[src/rtl/sequential_divider.sv]
// Four-bit unsigned restoring divider, one quotient bit per clock, start/done handshake.
// Optional divide-by-zero early exit and dbz flag: define SEQDIV_DBZ_FLAG_EN.
module sequential_divider (
  input  logic       clk,
  input  logic       reset,
  input  logic       start,
  input  logic [3:0] a,
  input  logic [3:0] b,
  output logic       busy,
  output logic       done,
  output logic [3:0] quotient,
  output logic [3:0] remainder
`ifdef SEQDIV_DBZ_FLAG_EN
  ,
  output logic       dbz
`endif
);

  typedef enum logic [1:0] {
    S_IDLE = 2'd0,
    S_RUN  = 2'd1
`ifdef SEQDIV_DBZ_FLAG_EN
    ,
    S_DBZ  = 2'd2
`endif
  } state_e;

  state_e      state_q, state_d;
  logic [3:0]  dvd_q, dvd_d;
  logic [3:0]  dvs_q, dvs_d;
  logic [4:0]  p_q, p_d;
  logic [3:0]  qsr_q, qsr_d;
  logic [1:0]  cnt_q, cnt_d;
  logic        busy_q, busy_d;
  logic        done_q, done_d;
  logic [3:0]  quo_q, quo_d;
  logic [3:0]  rem_q, rem_d;
`ifdef SEQDIV_DBZ_FLAG_EN
  logic        dbz_q, dbz_d;
`endif

  logic [4:0]  p_shift;
  logic [5:0]  diff;
  logic [4:0]  p_step;
  logic [3:0]  qsr_step;
  logic        unused_p_msb;

  // P < b after every step, so only P[3:0] ever feeds the next shift.
  assign unused_p_msb = p_q[4];
  assign p_shift      = {p_q[3:0], dvd_q[cnt_q]};
  assign diff         = {1'b0, p_shift} - {2'b00, dvs_q};

  always_comb begin
    qsr_step        = qsr_q;
    qsr_step[cnt_q] = ~diff[5];
    p_step          = diff[5] ? p_shift : diff[4:0];
  end

  // State register
  always_ff @(posedge clk or posedge reset) begin
    if (reset) state_q <= S_IDLE;
    else       state_q <= state_d;
  end

  // Next-state logic
  always_comb begin
    state_d = state_q;
    case (state_q)
      S_IDLE: begin
        if (start) begin
`ifdef SEQDIV_DBZ_FLAG_EN
          if (b == 4'd0) state_d = S_DBZ;
          else           state_d = S_RUN;
`else
          state_d = S_RUN;
`endif
        end
      end
      S_RUN:   if (cnt_q == 2'd0) state_d = S_IDLE;
`ifdef SEQDIV_DBZ_FLAG_EN
      S_DBZ:   state_d = S_IDLE;
`endif
      default: state_d = S_IDLE;
    endcase
  end

  // Output / datapath next-values; every output is a register fed from here
  always_comb begin
    dvd_d  = dvd_q;
    dvs_d  = dvs_q;
    p_d    = p_q;
    qsr_d  = qsr_q;
    cnt_d  = cnt_q;
    done_d = 1'b0;
    quo_d  = quo_q;
    rem_d  = rem_q;
`ifdef SEQDIV_DBZ_FLAG_EN
    dbz_d  = dbz_q;
`endif
    busy_d = (state_d == S_RUN);
    case (state_q)
      S_IDLE: begin
        if (start) begin
          dvd_d = a;
          dvs_d = b;
          p_d   = '0;
          qsr_d = '0;
          cnt_d = 2'd3;
`ifdef SEQDIV_DBZ_FLAG_EN
          dbz_d = 1'b0;
`endif
        end
      end
      S_RUN: begin
        p_d   = p_step;
        qsr_d = qsr_step;
        cnt_d = cnt_q - 2'd1;
        if (cnt_q == 2'd0) begin
          quo_d  = qsr_step;
          rem_d  = p_step[3:0];
          done_d = 1'b1;
        end
      end
`ifdef SEQDIV_DBZ_FLAG_EN
      S_DBZ: begin
        quo_d  = '1;
        rem_d  = dvd_q;
        dbz_d  = 1'b1;
        done_d = 1'b1;
      end
`endif
      default: ;
    endcase
  end

  always_ff @(posedge clk or posedge reset) begin
    if (reset) begin
      dvd_q  <= '0;
      dvs_q  <= '0;
      p_q    <= '0;
      qsr_q  <= '0;
      cnt_q  <= '0;
      busy_q <= 1'b0;
      done_q <= 1'b0;
      quo_q  <= '0;
      rem_q  <= '0;
`ifdef SEQDIV_DBZ_FLAG_EN
      dbz_q  <= 1'b0;
`endif
    end else begin
      dvd_q  <= dvd_d;
      dvs_q  <= dvs_d;
      p_q    <= p_d;
      qsr_q  <= qsr_d;
      cnt_q  <= cnt_d;
      busy_q <= busy_d;
      done_q <= done_d;
      quo_q  <= quo_d;
      rem_q  <= rem_d;
`ifdef SEQDIV_DBZ_FLAG_EN
      dbz_q  <= dbz_d;
`endif
    end
  end

  assign busy      = busy_q;
  assign done      = done_q;
  assign quotient  = quo_q;
  assign remainder = rem_q;
`ifdef SEQDIV_DBZ_FLAG_EN
  assign dbz       = dbz_q;
`endif

endmodule

[config.mk]
export PLATFORM = sky130hd
export DESIGN_NAME = sequential_divider
export DESIGN_NICKNAME = d
export VERILOG_FILES = /design/src/rtl/sequential_divider.sv
export SDC_FILE = /design/constraint.sdc
export NUM_CORES = 1
export LEC_CHECK = 0
export CAP_MARGIN = 20
export CORE_ASPECT_RATIO = 1.1
export CORE_MARGIN = 3
export CORE_UTILIZATION = 35
export CTS_CLUSTER_SIZE = 20
export DETAILED_ROUTE_END_ITERATION = 16
export DONT_BUFFER_PORTS = 1
export GPL_TIMING_DRIVEN = 0
export MAX_ROUTING_LAYER = met4
export PLACE_DENSITY = 0.46
export SLEW_MARGIN = 20
export SYNTH_ARGS = -nofsm -noshare
export SYNTH_HDL_FRONTEND = slang
export SYNTH_SLANG_ARGS = --single-unit
[constraint.sdc]
create_clock -name clk -period 3.15 [get_ports clk]
set_clock_uncertainty 0.05 [all_clocks]
set_input_delay 0.4725 -clock clk [delete_from_list [all_inputs] [get_ports clk]]
set_output_delay 0.4725 -clock clk [all_outputs]
set_load 0.01 [all_outputs]
[After elaboration in Yosys (flattened, before gate mapping)]
Index checks and enable logic that the tools add are counted.
Storage, ports and cells
  register bits: 30
  bits in latches: 0
  bits in writable memories: 0
  memory bits (read-only): 0
  input port bits: 11
  output and inout port bits: 10
  logic and storage cells: 42
  memories kept: 0
Cells by class
  $add $sub $neg: 2
  multiply operators: 0
  div/mod/pow operators: 0
  $lt $le $gt $ge: 2
  equal/unequal tests: 3
  shifts and indexed selects: 0
  muxes and demuxes: 17
  bitwise gates (word level): 1
  reduce and logical (&&, ||, !) cells: 7
Operators with widths (number)
  case mux 4 bit (2 select lines): 2
  2-to-1 mux 4 bit: 3
  case mux 2 bit (2 select lines): 2
  2-to-1 mux 2 bit: 3
  AND reduction 2 bit: 3
  subtractor 5 x 4 -> 6 bit: 1
  bitwise mux 4 bit: 1
  equality test 2 x 1 -> 1 bit (second input constant): 2
  logical NOT 2 bit: 2
  2-to-1 mux 1 bit: 4
  less-than comparator 2 x 3 -> 1 bit (second input constant): 1
  binary-select mux 1 bit (select 2 bit): 1
  demux 1 bit (select 2 bit): 1
  >= comparator 2 x 1 -> 1 bit (second input constant): 1
  inequality test 2 bit (second input constant): 1
  nonzero test 2 bit: 1
  subtractor 2 x 1 -> 2 bit (second input constant): 1
  logical AND 1 bit: 1
  NOT 1 bit: 1

[Depth between registers and ports, before layout]
Gate-level depths: netlist of run 1.
  depth in word-level cells: 6
  gate-level depth with buffers: 8
  depth with buffers taken out: 8

[Worst setup path after synthesis of run 1]
No wires, ideal clock.
  path type: register to register
  start point: register cnt_q[0]
  end point: register p_q[2]
  setup time: 0.129 ns
  data arrival time: 2.070 ns
  data required time: 2.971 ns
  slack: 0.902 ns
  stages on the path, launching flop included: 9
  buffers on the path: 0
  period minus slack after synthesis: 2.248 ns
  cell sequence: dfrtp_1 -> mux4_1 -> inv_1 -> ha_1 -> inv_1 -> fa_1 -> xor2_1 -> a21oi_1 -> o31ai_1
Between the ends
  longest elaborated chain between the ends: 5
Ends and longest elaborated chain
  start: declaration: RTL line 33  | logic [1:0] cnt_q, cnt_d;
  start signal: assignment: RTL line 155  | cnt_q <= cnt_d;
  binary-select mux 1 bit (select 2 bit): RTL line 50  | assign p_shift = {p_q[3:0], dvd_q[cnt_q]};
  2-to-1 mux 1 bit (implied by the code): RTL line 50
  subtractor 5 x 4 -> 6 bit: RTL line 51  | assign diff = {1'b0, p_shift} - {2'b00, dvs_q};
  2-to-1 mux 4 bit: RTL line 56  | p_step = diff[5] ? p_shift : diff[4:0];
  case mux 4 bit (2 select lines): RTL line 101  | case (state_q)
  end signal: assignment: RTL line 153  | p_q <= p_d;
  end: declaration: RTL line 31  | logic [4:0] p_q, p_d;
Every way passes these cells. The select of a mux whose other input is x is not followed.
A chain may end at the register's enable or synchronous reset.

[Worst setup path in the final report of run 1]
  start point: register cnt_q[0]
  end point: register qsr_q[1]
Between the ends
  longest elaborated chain between the ends: 6
  elaborated cells between the ends (all ways): 11
  those cells by class: add/sub (1); order compare (2); mux (6); bitwise (1); reduce/logical (1)
Ends and longest elaborated chain
  binary-select mux 1 bit (select 2 bit) (tied with other cells): RTL line 50
  2-to-1 mux 1 bit (implied by the code) / logical AND 1 bit (equally long branches): RTL line 50, 55
  subtractor 5 x 4 -> 6 bit / 2-to-1 mux 1 bit (equally long branches): RTL line 51, 55
  NOT 1 bit / demux 1 bit (select 2 bit) (equally long branches): RTL line 55  | qsr_step[cnt_q] = ~diff[5];
  bitwise mux 4 bit (*): RTL line 55
  case mux 4 bit (2 select lines) (*): RTL line 101
  end signal: assignment: RTL line 154  | qsr_q <= qsr_d;
  end: declaration: RTL line 32  | logic [3:0] qsr_q, qsr_d;
Every way passes the cells marked *; elsewhere a longest branch is shown, timed or not. The select of a mux whose other input is x is not followed.

==> results of run 1 <==
## where the power goes
| group | internal, mW | switching (mW) |
|---|---|---|
| clock network | 0.153 | 0.143 |
| registers | 0.474 | 0.0950 |
| logic | 0.219 | 0.303 |
| total | 0.846 | 0.541 |
## flip-flops by register name, indices dropped and copies added (netlist names)
name and count:
qsr_q 3, p_q 4, state_q 2, quotient 4, busy 1, remainder 4, dvs_q 4, cnt_q 2
done 1, dvd_q 4
## worst register-to-register path: stages (launching register included)
cell     delay, ns
dfrtp_1       0.44
mux4_1        0.65
inv_1         0.08
ha_1          0.20
nor2b_4       0.07
o31ai_4       0.39
nand2_1       0.18
a32o_1        0.29
## Yosys cell counts (all sizes together), types with 2 or more instances
cell type  number
nor2            5
a32o            3
clkbuf          2
o211ai          3
nand3           2
nand2          18
or2             2
nor2b           2
mux2            5
o21ai          17
ha              8
and3            3
nand4           4
o31ai           4
a21oi           3
inv            10
dfrtp          29
buf             3
## logic make-up (layout without fill, tap and decap cells)
logic type | count (synthesis) | count (layout) | share of synthesized area
AOI/OAI and AO/OA | 34 | 34 | 0.163
adders and majority gates | 9 | 9 | 0.0822
other | 1 | 1 | 0.00257
and+or+nand+nor | 41 | 41 | 0.150
buffers and inverters | 15 | 23 | 0.0437
xor gates and xnor gates | 1 | 1 | 0.00599
muxes | 6 | 6 | 0.0565
DFF | 29 | 29 | 0.497
## routing by layer
metal  GRT usage  vias up
met5           -        -
met4      0.0676        0
met3      0.0505        6
met2       0.201       33
met1       0.172      500
li1            -      495
## cells in the final DEF (no fill, tap or decap), drive strengths merged, types with 3 or more instances in the layout
cell and n:
mux2 5, ha 8, clkbuf 8, and3 3
o31ai 4, dfrtp 29, a32o 3, inv 10
buf 3, nand4 4, nor2 5, a21oi 3
o21ai 17, nand2 18, o211ai 3
## through the flow
step	power (mW)	worst slack, ns	cell area, um2	cells
6_report	1.39	0.708	1610	196
5_1_grt	1.50	0.538	1610	196
4_1_cts	1.40	0.697	1610	196
3_5_place_dp	1.10	0.700	1530	188
3_3_place_gp	1.09	0.718	1530	188
2_1_floorplan	0.978	0.902	1460	136
## final timing paths
| kind | end |
|---|---|
| hold reg to reg | qsr_q[2] |
| max in group asynchronous | remainder[3] |
| setup / recovery | qsr_q[1] |
| min in group clk | dvs_q[3] |
| setup reg to reg | qsr_q[1] |
| hold / removal | cnt_q[1] |
## cell type report
| cell class | count | area (um2) |
|---|---|---|
| Fill cell | 390 | 2380 |
| Buffer | 5 | 26.3 |
| Tap cell | 52 | 65.1 |
| Inverter | 10 | 37.5 |
| Sequential cell | 29 | 726 |
| Clock inverter | 2 | 10.0 |
| Clock buffer | 6 | 72.6 |
| Multi-Input combinational cell | 92 | 672 |
==> results.json, run 1 <==
{
  "routed.top_layer": "met4",
  "slew_violations": 0,
  "place_congestion": 0.766,
  "cts.htree.levels": 2,
  "end_kind": "flop",
  "ant_nets": 0,
  "cp_max_fo": 10,
  "postCtsSetupBuffers": 0,
  "slowest_stage": "mux4_1",
  "synth_nets": 156,
  "grt_pass1_vias": 1061,
  "outcome": "finished clean",
  "cts_hold_buf": 0,
  "vias": 1034,
  "port_buffers": 0,
  "drv_cap": 0,
  "synth_area_leaders": "dfrtp_1 (50%), ha_1 (6.8%), o21ai_0 (4.8%), nand2_1 (4.6%), mux2_2 (3.9%)",
  "cts_resized": 0,
  "ctsLongestPathBuffers": 2,
  "start_kind": "flop",
  "post-dp-hpwl_um": 2110,
  "hold_class": "input port to async pin",
  "slowest_delay_ns": 0.65,
  "start_util": 0.366,
  "wl_met1_um": 1360,
  "cp.required_ns": 3.28,
  "cp.depth": 7,
  "die_width_um": 67.6,
  "fin_crit_sh": 0.775,
  "drt_pass1_iterations": 4,
  "diodes": 0,
  "grtUsageTotal": 0.140,
  "gr-total-overflow": 0,
  "yosysSeqAreaShare": 0.497,
  "synth_cell_types": 37,
  "crit_buf_inv": 1,
  "setup_tns_ns": 0,
  "core_um2": 3990,
  "cts_buffers": 5,
  "wire_per_inst_um": 14.6,
  "worstSkewPairLatency_ns": 0.29,
  "r2r-start": "cnt_q[0]",
  "vias_per_cell": 5.28,
  "routed_wl_um": 2860,
  "antenna_found_initial": 0,
  "ir_drop_mv": 0.291,
  "path_class": "flop to flop",
  "fin_nets": 163,
  "p_leak_nw": 0.738,
  "grt_setup_unrepaired": "no",
  "cts_sinks": 29,
  "netlist.top_cell.by_area": "dfrtp_1",
  "clock-root-buffer": "clkbuf_8",
  "worst_slew_pin_slew_ns": 0.604,
  "ys_ff_latch": 29,
  "path_cells": "mux4_1 -> inv_1 -> ha_1 -> nor2b_4 -> o31ai_4 -> nand2_1 -> a32o_1",
  "reg2reg_depth": 7,
  "dieArea_um2": 4990,
  "drtIter0Drc": 62,
  "reg2reg_slack_ns": 0.71,
  "met3_length_um": 184,
  "ys.flop_type": "dfrtp_1",
  "synth-edff-count": 0,
  "clk_pin_slew_ns": 0.07,
  "fin_crit_ns": 2.44,
  "wl_met2_um": 1260,
  "final_util": 0.403,
  "syn_area_um2": 1460,
  "syn_to_final_growth_pct": 10.1,
  "grt_pass1_wl_um": 5010,
  "rows": 24,
  "drc": 0,
  "p_per_area_nw_per_um2": 862,
  "ioPinCount": 21,
  "layout-drive-gt1-share": 0.194,
  "cp_top_family": "compound AO/OA/AOI/OAI gates",
  "ys.warnings.count": 0,
  "synthCells": 136,
  "fin_hold_ws_ns": 0.0884,
  "tritoncts": "yes",
  "fmax_ghz": 0.409,
  "crit_path_start": "cnt_q[0]",
  "die_y_um": 73.8,
  "grt_max_degree": 30,
  "slew_headroom": 0.597,
  "synthArstFlopShare": 1.00,
  "critPathArrivalTime_ns": 2.57,
  "yosysTopAreaCellShare": 0.497,
  "hold_viol": 0,
  "setup_violations": 0,
  "syn_area_per_cell_um2": 10.7
}
Power figures use the tool's default switching activity.
==> run 2: changes to the inputs <==
Settings changed: PLACE_DENSITY 0.46 to 0.48.
Clock period 3.15 ns to 2.1 ns, I/O delays scaled along.
==> run 2 against run 1 <==
  * The flow now finishes with violations (negative setup slack)
  * Register-to-register slack got worse by 0.73 ns
  * Total power up 75%
  * Maximum frequency increased by 15%
  * Via count grew 0.97%
==> results.json, run 2 (same netlist as run 1, synthesis figures left out) <==
{
  "ctsLongestPathBuffers": 2,
  "power_mw": 2.43,
  "cp_max_fo": 2,
  "p_leak_nw": 0.783,
  "final_util": 0.434,
  "grtUsageTotal": 0.143,
  "ant_nets": 0,
  "antenna_found_initial": 0,
  "cts_sinks": 29,
  "cts_buffers": 5,
  "start_kind": "flop",
  "critPathArrivalTime_ns": 2.26,
  "slew_violations": 0,
  "ir_drop_mv": 0.506,
  "post-dp-hpwl_um": 2110,
  "gr-total-overflow": 0,
  "drc": 0,
  "wl_met1_um": 1330,
  "routed.top_layer": "met4",
  "grt_setup_unrepaired": "yes",
  "fin_hold_ws_ns": 0.109,
  "p_per_area_nw_per_um2": 1410,
  "finish.instance_area_um2": 1730,
  "fin_crit_ns": 2.12,
  "final.fill_count": 385,
  "fin_ws_ns": -0.0241,
  "core_um2": 3990,
  "diodes": 0,
  "port_buffers": 0,
  "layout-drive-gt1-share": 0.296,
  "final_common_cell": "dfrtp_1",
  "ioPinCount": 21,
  "hold_class": "input port to flop",
  "worstSkewPairLatency_ns": 0.28,
  "drv_cap": 0,
  "drtIter0Drc": 50,
  "slew_headroom": 0.598,
  "path_class": "flop to flop",
  "hold_viol": 0,
  "wl_met2_um": 1360,
  "violations": "negative setup slack",
  "die_width_um": 67.6,
  "dieArea_um2": 4990,
  "tritoncts": "yes",
  "fin_crit_sh": 1.01,
  "met3_length_um": 141,
  "vias_per_cell": 5.12,
  "outcome": "finished, violations left",
  "die_y_um": 73.8,
  "cp.required_ns": 2.23,
  "clk_pin_slew_ns": 0.06,
  "fmax_ghz": 0.471,
  "place_congestion": 0.780,
  "vias": 1044,
  "dpl_cell_area_um2": 1540,
  "rows": 24,
  "drt_pass1_iterations": 4,
  "clock-root-buffer": "clkbuf_8",
  "grt_pass1_vias": 1056,
  "grt_pass1_wl_um": 5050,
  "end_kind": "flop",
  "cts.htree.levels": 2,
  "worst_slew_pin_slew_ns": 0.602,
  "pre_cts_ws_ns": -0.213,
  "grt_max_degree": 30,
  "layout_common_cells": "dfrtp_1 (28), nand2_1 (17), o21ai_0 (14)",
  "setup_violations": 1,
  "fin_nets": 171,
  "wire_per_inst_um": 14.2,
  "start_util": 0.366,
  "routed_wl_um": 2900,
  "syn_to_final_growth_pct": 18.5
}
==> run 2: cell count changes in the layout (fill, tap and decap cells not counted), moves of 2 or more <==
cell and change:
clkinv_2 -2, inv_1 -2, inv_2 +2, buf_4 +7
==> run 2: critical path: stages (launching register included) <==
cell and delay [ns]:
dfrtp_2 0.37, mux4_2 0.51, inv_2 0.08, ha_4 0.14, inv_2 0.04, fa_2 0.32, xor2_1 0.19, a21oi_2 0.07
o31ai_1 0.27
==> run 2: metrics by stage <==
step | std cells | setup TNS, ns
after floorplan | 136 | 0
after global placement | 188 | -1.58
after detailed placement | 188 | -1.65
after CTS | 201 | 0
after global routing | 204 | -0.250
final | 204 | -0.0241
==> run 2: area by class of cell <==
cell class	count	area [um2]	area share
multi-input cells	92	697	0.402
plain buffers	5	26.3	0.0152
clock inverters	1	30.0	0.0173
well taps	52	65.1	0.0376
clock buffers	7	86.3	0.0499
flip-flops and latches	29	727	0.420
repair buffers	8	62.6	0.0361
inverters	10	37.5	0.0217
==> run 2: path summary, 6_finish.rpt <==
| kind | endpoint | slack [ns] | startpoint | cells past startpoint |
|---|---|---|---|---|
| min reg2reg | qsr_q[1] | 0.45 | qsr_q[1] | 1 |
| max | remainder[2] | -0.02 | cnt_q[0] | 8 |
| min in group asynchronous | state_q[1] | 0.51 | reset | 2 |
| min | dvs_q[2] | 0.11 | b[2] | 2 |
| max in group asynchronous | cnt_q[0] | 1.06 | reset | 2 |
| max reg2reg | remainder[2] | -0.02 | cnt_q[0] | 8 |
==> run 2: power by group <==
part / internal (mW) / switching, mW / total, mW
Sequential: 0.712 / 0.142 / 0.855
Clock: 0.386 / 0.211 / 0.598
Combinational: 0.458 / 0.523 / 0.981
==> run 2: routing by layer <==
metal,GRT usage,up-vias
li1,-,509
met1,0.173,507
met2,0.212,22
met3,0.0428,6
met4,0.0766,0
met5,-,-
==> run 2: timing repair <==
action,in CTS,in global routing
setup endpoints to repair,14,12
endpoints found under the hold margin,29,0
setup buffers,4,3
hold buffers,1,0
pin swaps,1,3
gates resized for setup,2,4
